File: src/rtl/switch_pkg.sv
// Shared types for the switch datapath: default packet field widths, packet
// record and arbiter grant encoding.
package switch_pkg;

   localparam int ADDR_WIDTH = 8;
   localparam int DATA_WIDTH = 16;

   typedef struct packed {
      logic [ADDR_WIDTH-1:0] addr;
      logic [DATA_WIDTH-1:0] data;
   } pkt_t;

   typedef enum logic {G0, G1} grant_t;

endpackage

File: src/rtl/sw_fifo.sv
// Small synchronous FIFO of packets. Full/empty come straight from the
// registered occupancy count, so they carry no path from push/pop.
module sw_fifo
   import switch_pkg::*;
#(
   parameter int  DEPTH = 4,
   parameter type T     = pkt_t
) (
   input  logic clk,
   input  logic rst,
   input  logic push,
   input  logic pop,
   input  T     din,
   output T     dout,
   output logic full,
   output logic empty
);

   localparam int AW = (DEPTH > 1) ? $clog2(DEPTH) : 1;

   T              mem_q [DEPTH];
   logic [AW-1:0] wr_ptr_q, wr_ptr_d;
   logic [AW-1:0] rd_ptr_q, rd_ptr_d;
   logic [AW:0]   count_q, count_d;
   logic          do_push, do_pop;

   assign full  = (count_q == (AW+1)'(DEPTH));
   assign empty = (count_q == '0);
   assign dout  = mem_q[rd_ptr_q];

   // A full FIFO refuses the push even when a pop frees a slot this cycle.
   always_comb begin
      do_push  = push && !full;
      do_pop   = pop && !empty;
      wr_ptr_d = wr_ptr_q;
      rd_ptr_d = rd_ptr_q;
      count_d  = count_q;
      if (do_push) wr_ptr_d = wr_ptr_q + 1'b1;
      if (do_pop)  rd_ptr_d = rd_ptr_q + 1'b1;
      case ({do_push, do_pop})
         2'b10:   count_d = count_q + 1'b1;
         2'b01:   count_d = count_q - 1'b1;
         default: count_d = count_q;
      endcase
   end

   always_ff @(posedge clk or posedge rst) begin
      if (rst) begin
         wr_ptr_q <= '0;
         rd_ptr_q <= '0;
         count_q  <= '0;
      end else begin
         wr_ptr_q <= wr_ptr_d;
         rd_ptr_q <= rd_ptr_d;
         count_q  <= count_d;
      end
   end

   always_ff @(posedge clk) begin
      if (do_push) mem_q[wr_ptr_q] <= din;
   end

endmodule

File: src/rtl/switch_ingress_arb.sv
// Two-source ingress buffer with round-robin merge into the single
// addr/data/vld stream feeding switch; also counts packets per source.
module switch_ingress_arb #(
   parameter int ADDR_WIDTH = switch_pkg::ADDR_WIDTH,
   parameter int DATA_WIDTH = switch_pkg::DATA_WIDTH,
   parameter int DEPTH      = 4
) (
   input  logic                  clk,
   input  logic                  rst,
   input  logic                  s0_vld,
   output logic                  s0_rdy,
   input  logic [ADDR_WIDTH-1:0] s0_addr,
   input  logic [DATA_WIDTH-1:0] s0_data,
   input  logic                  s1_vld,
   output logic                  s1_rdy,
   input  logic [ADDR_WIDTH-1:0] s1_addr,
   input  logic [DATA_WIDTH-1:0] s1_data,
   output logic [ADDR_WIDTH-1:0] addr,
   output logic [DATA_WIDTH-1:0] data,
   output logic                  vld,
   output logic [15:0]           cnt0,
   output logic [15:0]           cnt1
);
   import switch_pkg::*;

   typedef struct packed {
      logic [ADDR_WIDTH-1:0] addr;
      logic [DATA_WIDTH-1:0] data;
   } port_pkt_t;

   function automatic logic [15:0] sat_inc(input logic [15:0] c);
      return (c == 16'hFFFF) ? c : c + 16'd1;
   endfunction

   port_pkt_t din0, din1, dout0, dout1;
   logic      full0, full1, empty0, empty1;
   logic      pop0, pop1;

   grant_t                last_grant_q, last_grant_d;
   logic                  vld_q, vld_d;
   logic [ADDR_WIDTH-1:0] addr_q, addr_d;
   logic [DATA_WIDTH-1:0] data_q, data_d;
   logic [15:0]           cnt0_q, cnt0_d;
   logic [15:0]           cnt1_q, cnt1_d;

   assign din0   = '{addr: s0_addr, data: s0_data};
   assign din1   = '{addr: s1_addr, data: s1_data};
   assign s0_rdy = !full0;
   assign s1_rdy = !full1;

   sw_fifo #(.DEPTH(DEPTH), .T(port_pkt_t)) u_fifo0 (
      .clk(clk), .rst(rst), .push(s0_vld), .pop(pop0),
      .din(din0), .dout(dout0), .full(full0), .empty(empty0)
   );

   sw_fifo #(.DEPTH(DEPTH), .T(port_pkt_t)) u_fifo1 (
      .clk(clk), .rst(rst), .push(s1_vld), .pop(pop1),
      .din(din1), .dout(dout1), .full(full1), .empty(empty1)
   );

   // On a tie the source that was not served last wins.
   always_comb begin
      pop0         = 1'b0;
      pop1         = 1'b0;
      last_grant_d = last_grant_q;
      vld_d        = 1'b0;
      addr_d       = addr_q;
      data_d       = data_q;
      cnt0_d       = cnt0_q;
      cnt1_d       = cnt1_q;
      if (!empty0 && !empty1) begin
         if (last_grant_q == G1) pop0 = 1'b1;
         else                    pop1 = 1'b1;
      end else if (!empty0) begin
         pop0 = 1'b1;
      end else if (!empty1) begin
         pop1 = 1'b1;
      end
      if (pop0) begin
         last_grant_d = G0;
         vld_d        = 1'b1;
         addr_d       = dout0.addr;
         data_d       = dout0.data;
         cnt0_d       = sat_inc(cnt0_q);
      end
      if (pop1) begin
         last_grant_d = G1;
         vld_d        = 1'b1;
         addr_d       = dout1.addr;
         data_d       = dout1.data;
         cnt1_d       = sat_inc(cnt1_q);
      end
   end

   always_ff @(posedge clk or posedge rst) begin
      if (rst) begin
         last_grant_q <= G1;
         vld_q        <= 1'b0;
         addr_q       <= '0;
         data_q       <= '0;
         cnt0_q       <= '0;
         cnt1_q       <= '0;
      end else begin
         last_grant_q <= last_grant_d;
         vld_q        <= vld_d;
         addr_q       <= addr_d;
         data_q       <= data_d;
         cnt0_q       <= cnt0_d;
         cnt1_q       <= cnt1_d;
      end
   end

   assign vld  = vld_q;
   assign addr = addr_q;
   assign data = data_q;
   assign cnt0 = cnt0_q;
   assign cnt1 = cnt1_q;

endmodule

File: config.mk
export PLATFORM = sky130hd
export DESIGN_NAME = switch_ingress_arb
export DESIGN_NICKNAME = d
export VERILOG_FILES = /design/src/rtl/switch_pkg.sv /design/src/rtl/sw_fifo.sv /design/src/rtl/switch_ingress_arb.sv
export SDC_FILE = /design/constraint.sdc
export NUM_CORES = 1
export LEC_CHECK = 0
export CAP_MARGIN = 15
export CELL_PAD_IN_SITES_DETAIL_PLACEMENT = 0
export CELL_PAD_IN_SITES_GLOBAL_PLACEMENT = 1
export CORE_UTILIZATION = 45
export CTS_CLUSTER_SIZE = 28
export DETAILED_ROUTE_END_ITERATION = 12
export PLACE_DENSITY = 0.73
export SLEW_MARGIN = 10
export SYNTH_ARGS = -nofsm -noshare
export SYNTH_HDL_FRONTEND = slang
export SYNTH_SLANG_ARGS = --single-unit
export TNS_END_PERCENT = 1
File: constraint.sdc
create_clock -name clk -period 3.1 [get_ports clk]
set_input_delay 0.62 -clock clk [delete_from_list [all_inputs] [get_ports clk]]
set_output_delay 0.62 -clock clk [all_outputs]
set_load 0.03 [all_outputs]
==> metrics.txt <==
status=completed; TNS Setup=0 ps; Max VDD drop=703 uV; power density cells=approximately 1000 nW/um^2; Avg Cell Area, Syn=~17 um^2; dominant cell type by area after synthesis=edfxtp_1; DPL Wire Length=approximately 14000 um; cts hold-fix bufs=0; fillers=around 1800; DRC viols=0; 1st-pass router iterations=4; # IOs=about 110; fraction of layout cells with a size suffix above 1=around 17%; Mapped Cells=617; post-synthesis sequential area ratio=between 70% and 80%; port bufs=110; post_cts resized=0; ranking of synthesized cells by area=edfxtp_1 54%, dfrtp_1 17%, mux4_2 9.2%; hold_ws=roughly 500 ps; grt total ovfl=0; endpoints failing hold=0; DR vias/cell=~5.3; Crit Path Max Fanout=6; CTS H-tree depth=1; antenna-violating nets left=0; Seq pwr share=roughly two fifths; CP arrival=~2000 ps; Slew Viols, Final=0; Hold WC Path Type=reg2reg; crit path time final=~2600 ps; vias in the first global route=6094; clock tree buffer depth=3; initial core utilization=45.8%; final WL=between 20000 and 25000 um; clock transition at the registers of the reported paths=roughly 60 ps; Routed wire per std cell=~20 um; Leak=4.78 nW; CTS sink cnt=approximately 260; chip height=157 um; placement row count=between 50 and 60; first-pass GRT wire length=34100 um; sw power=0.00444 W; Seq cells post-synth=264; startpoint types=register; clock skew=~8.8 ps; Final #Nets=roughly 820; synth warn=0; Die W=about 160 um; Final setup viols=0; largest net degree at the start of global routing=34; commonest non-fill, non-tap cell in the layout=edfxtp_1; clock power share=between 20% and 30%; initial antenna violation count=0; Sw Share=33.7%; CTS tree=yes; endpoint type of the worst setup path=primary output; commonest cells after routing, fill and taps aside=192 x edfxtp_1, 110 x clkdlybuf4s50_1, 71 x dfrtp_1; Mapped Area=~11000 um^2; CP required=between 2000 and 2500 ps; clk root buf=clkbuf_16; total vias in the final route=between 5000 and 6000; Placer Congestion=between 0.8 and 0.9; fmax=between 300 and 400 MHz; combinational power share=around 37%; Int Power=0.00874 W; count of cell types in the netlist=44; setup bufs post-CTS=0; fin crit share=between 80% and 90%; core area=between 20000 and 25000 um^2; syn nets=around 680; max_cap viols=0; Iter 0 DRT Violations=about 300; RSZ-0062 raised after global routing=no; Synth top area share=between 50% and 60%; Die ar.=24500 um^2; Clk Latency, worst-skew pair=530 ps; GRT Total Usage=a little under a fifth; critical path class=reg2out; worst-margin pin slew=a little over 700 ps; area grow syn2layout=22.0%; CTS Buf Count=27; Ant. Diodes=0; Worst slew margin=between 50% and 60%
-- cells in the mapped netlist (all sizes together) --
master / instances
nor4b: 3
o211ai: 1
fa: 2
o21ai: 24
nand3: 14
mux2i: 2
and2: 23
nor2: 9
mux2: 5
edfxtp: 192
nand4: 7
nor3b: 1
nor3: 10
nand2: 25
a21oi: 23
xnor2: 9
nor4: 13
buf: 18
clkbuf: 10
dfrtp: 71
ha: 12
mux4: 48
a31oi: 3
and4: 2
xor2: 32
and3: 12
dfstp: 1
or3: 2
inv: 14
nand4b: 1
a211oi: 5
a22oi: 21
nand2b: 2
-- power by group through the flow --
stage          clock (W)  sequential [W]  combinational, W
3_5_place_dp           0         0.00533           0.00489
6_report         0.00309         0.00527           0.00482
2_1_floorplan          0         0.00562           0.00303
5_1_grt          0.00331         0.00536           0.00524
4_1_cts          0.00317         0.00527           0.00493
3_3_place_gp           0         0.00528           0.00480
-- worst paths after layout --
check | slack, ps | depth (start not counted) | start | endpoint
worst min-delay path | 500 | 1 | cnt1[15] | cnt1[15]
min in group asynchronous | 540 | 2 | rst | cnt1[9]
worst max-delay path | 470 | 3 | u_fifo0.count_q[0] | s0_rdy
worst min register to register | 500 | 1 | cnt1[15] | cnt1[15]
max in group asynchronous | 1870 | 3 | rst | last_grant_q
worst max register to register | 600 | 10 | u_fifo1.count_q[2] | u_fifo1.count_q[2]
-- registers in the layout (all words and copies together), names as in the netlist, 2 cells and up --
name              cells
u_fifo1.rd_ptr_q      2
cnt0                 16
data                 16
addr                  8
u_fifo1.mem_q        96
u_fifo0.rd_ptr_q      2
u_fifo0.wr_ptr_q      2
u_fifo0.mem_q        96
u_fifo1.wr_ptr_q      2
cnt1                 16
u_fifo0.count_q       3
u_fifo1.count_q       3
-- routing by layer --
layer  vias to the layer above  GRT usage [%]  share of wire (%)
li1                       2676              -                  -
met1                      2967           25.1                 45
met2                       146           31.0                 49
met3                        33           2.94                4.7
met4                         0           4.53                1.9
met5                         -              0                  0
-- layout make-up --
class,instances,area [um^2],share of cell area (%)
Inverter,14,52.6,0.401
Timing Repair Buffer,132,1280,9.76
Sequential cell,264,7570,57.8
Multi-Input combinational cell,311,2950,22.5
Clock buffer,42,792,6.04
Clock inverter,8,63.8,0.487
Tap cell,319,399,3.05
-- through the flow --
stage	std cells	area, um^2	worst slack (ps)	total power, W	util [%]
after floorplan	617	10700	657	0.00865	-
after global placement	1040	12200	706	0.0101	52.2
final	1090	13100	467	0.0132	55.8
after CTS	1090	13100	443	0.0134	55.8
after global routing	1090	13100	365	0.0139	55.8
after detailed placement	1040	12200	620	0.0102	52.2
-- critical path, stage by stage (launching register included) --
cell	delay, ps
dfrtp_1	450
inv_1	110
nand3_1	210
clkdlybuf4s50_1	720
-- cells by family (layout without fill, tap and decap cells) --
kind of cell               count (synthesis)  after routing  share of synthesized area [%]
muxes                                     55             55                           10.9
adders and majority gates                 14             14                           1.77
and+or+nand+nor                          124            124                           6.98
xor gates and xnor gates                  41             41                           3.34
DFF                                      264            264                           70.5
AOI/OAI and AO/OA                         77             77                           4.44
buffers and inverters                     42            196                           2.10
(Power assumes the default switching activity.)
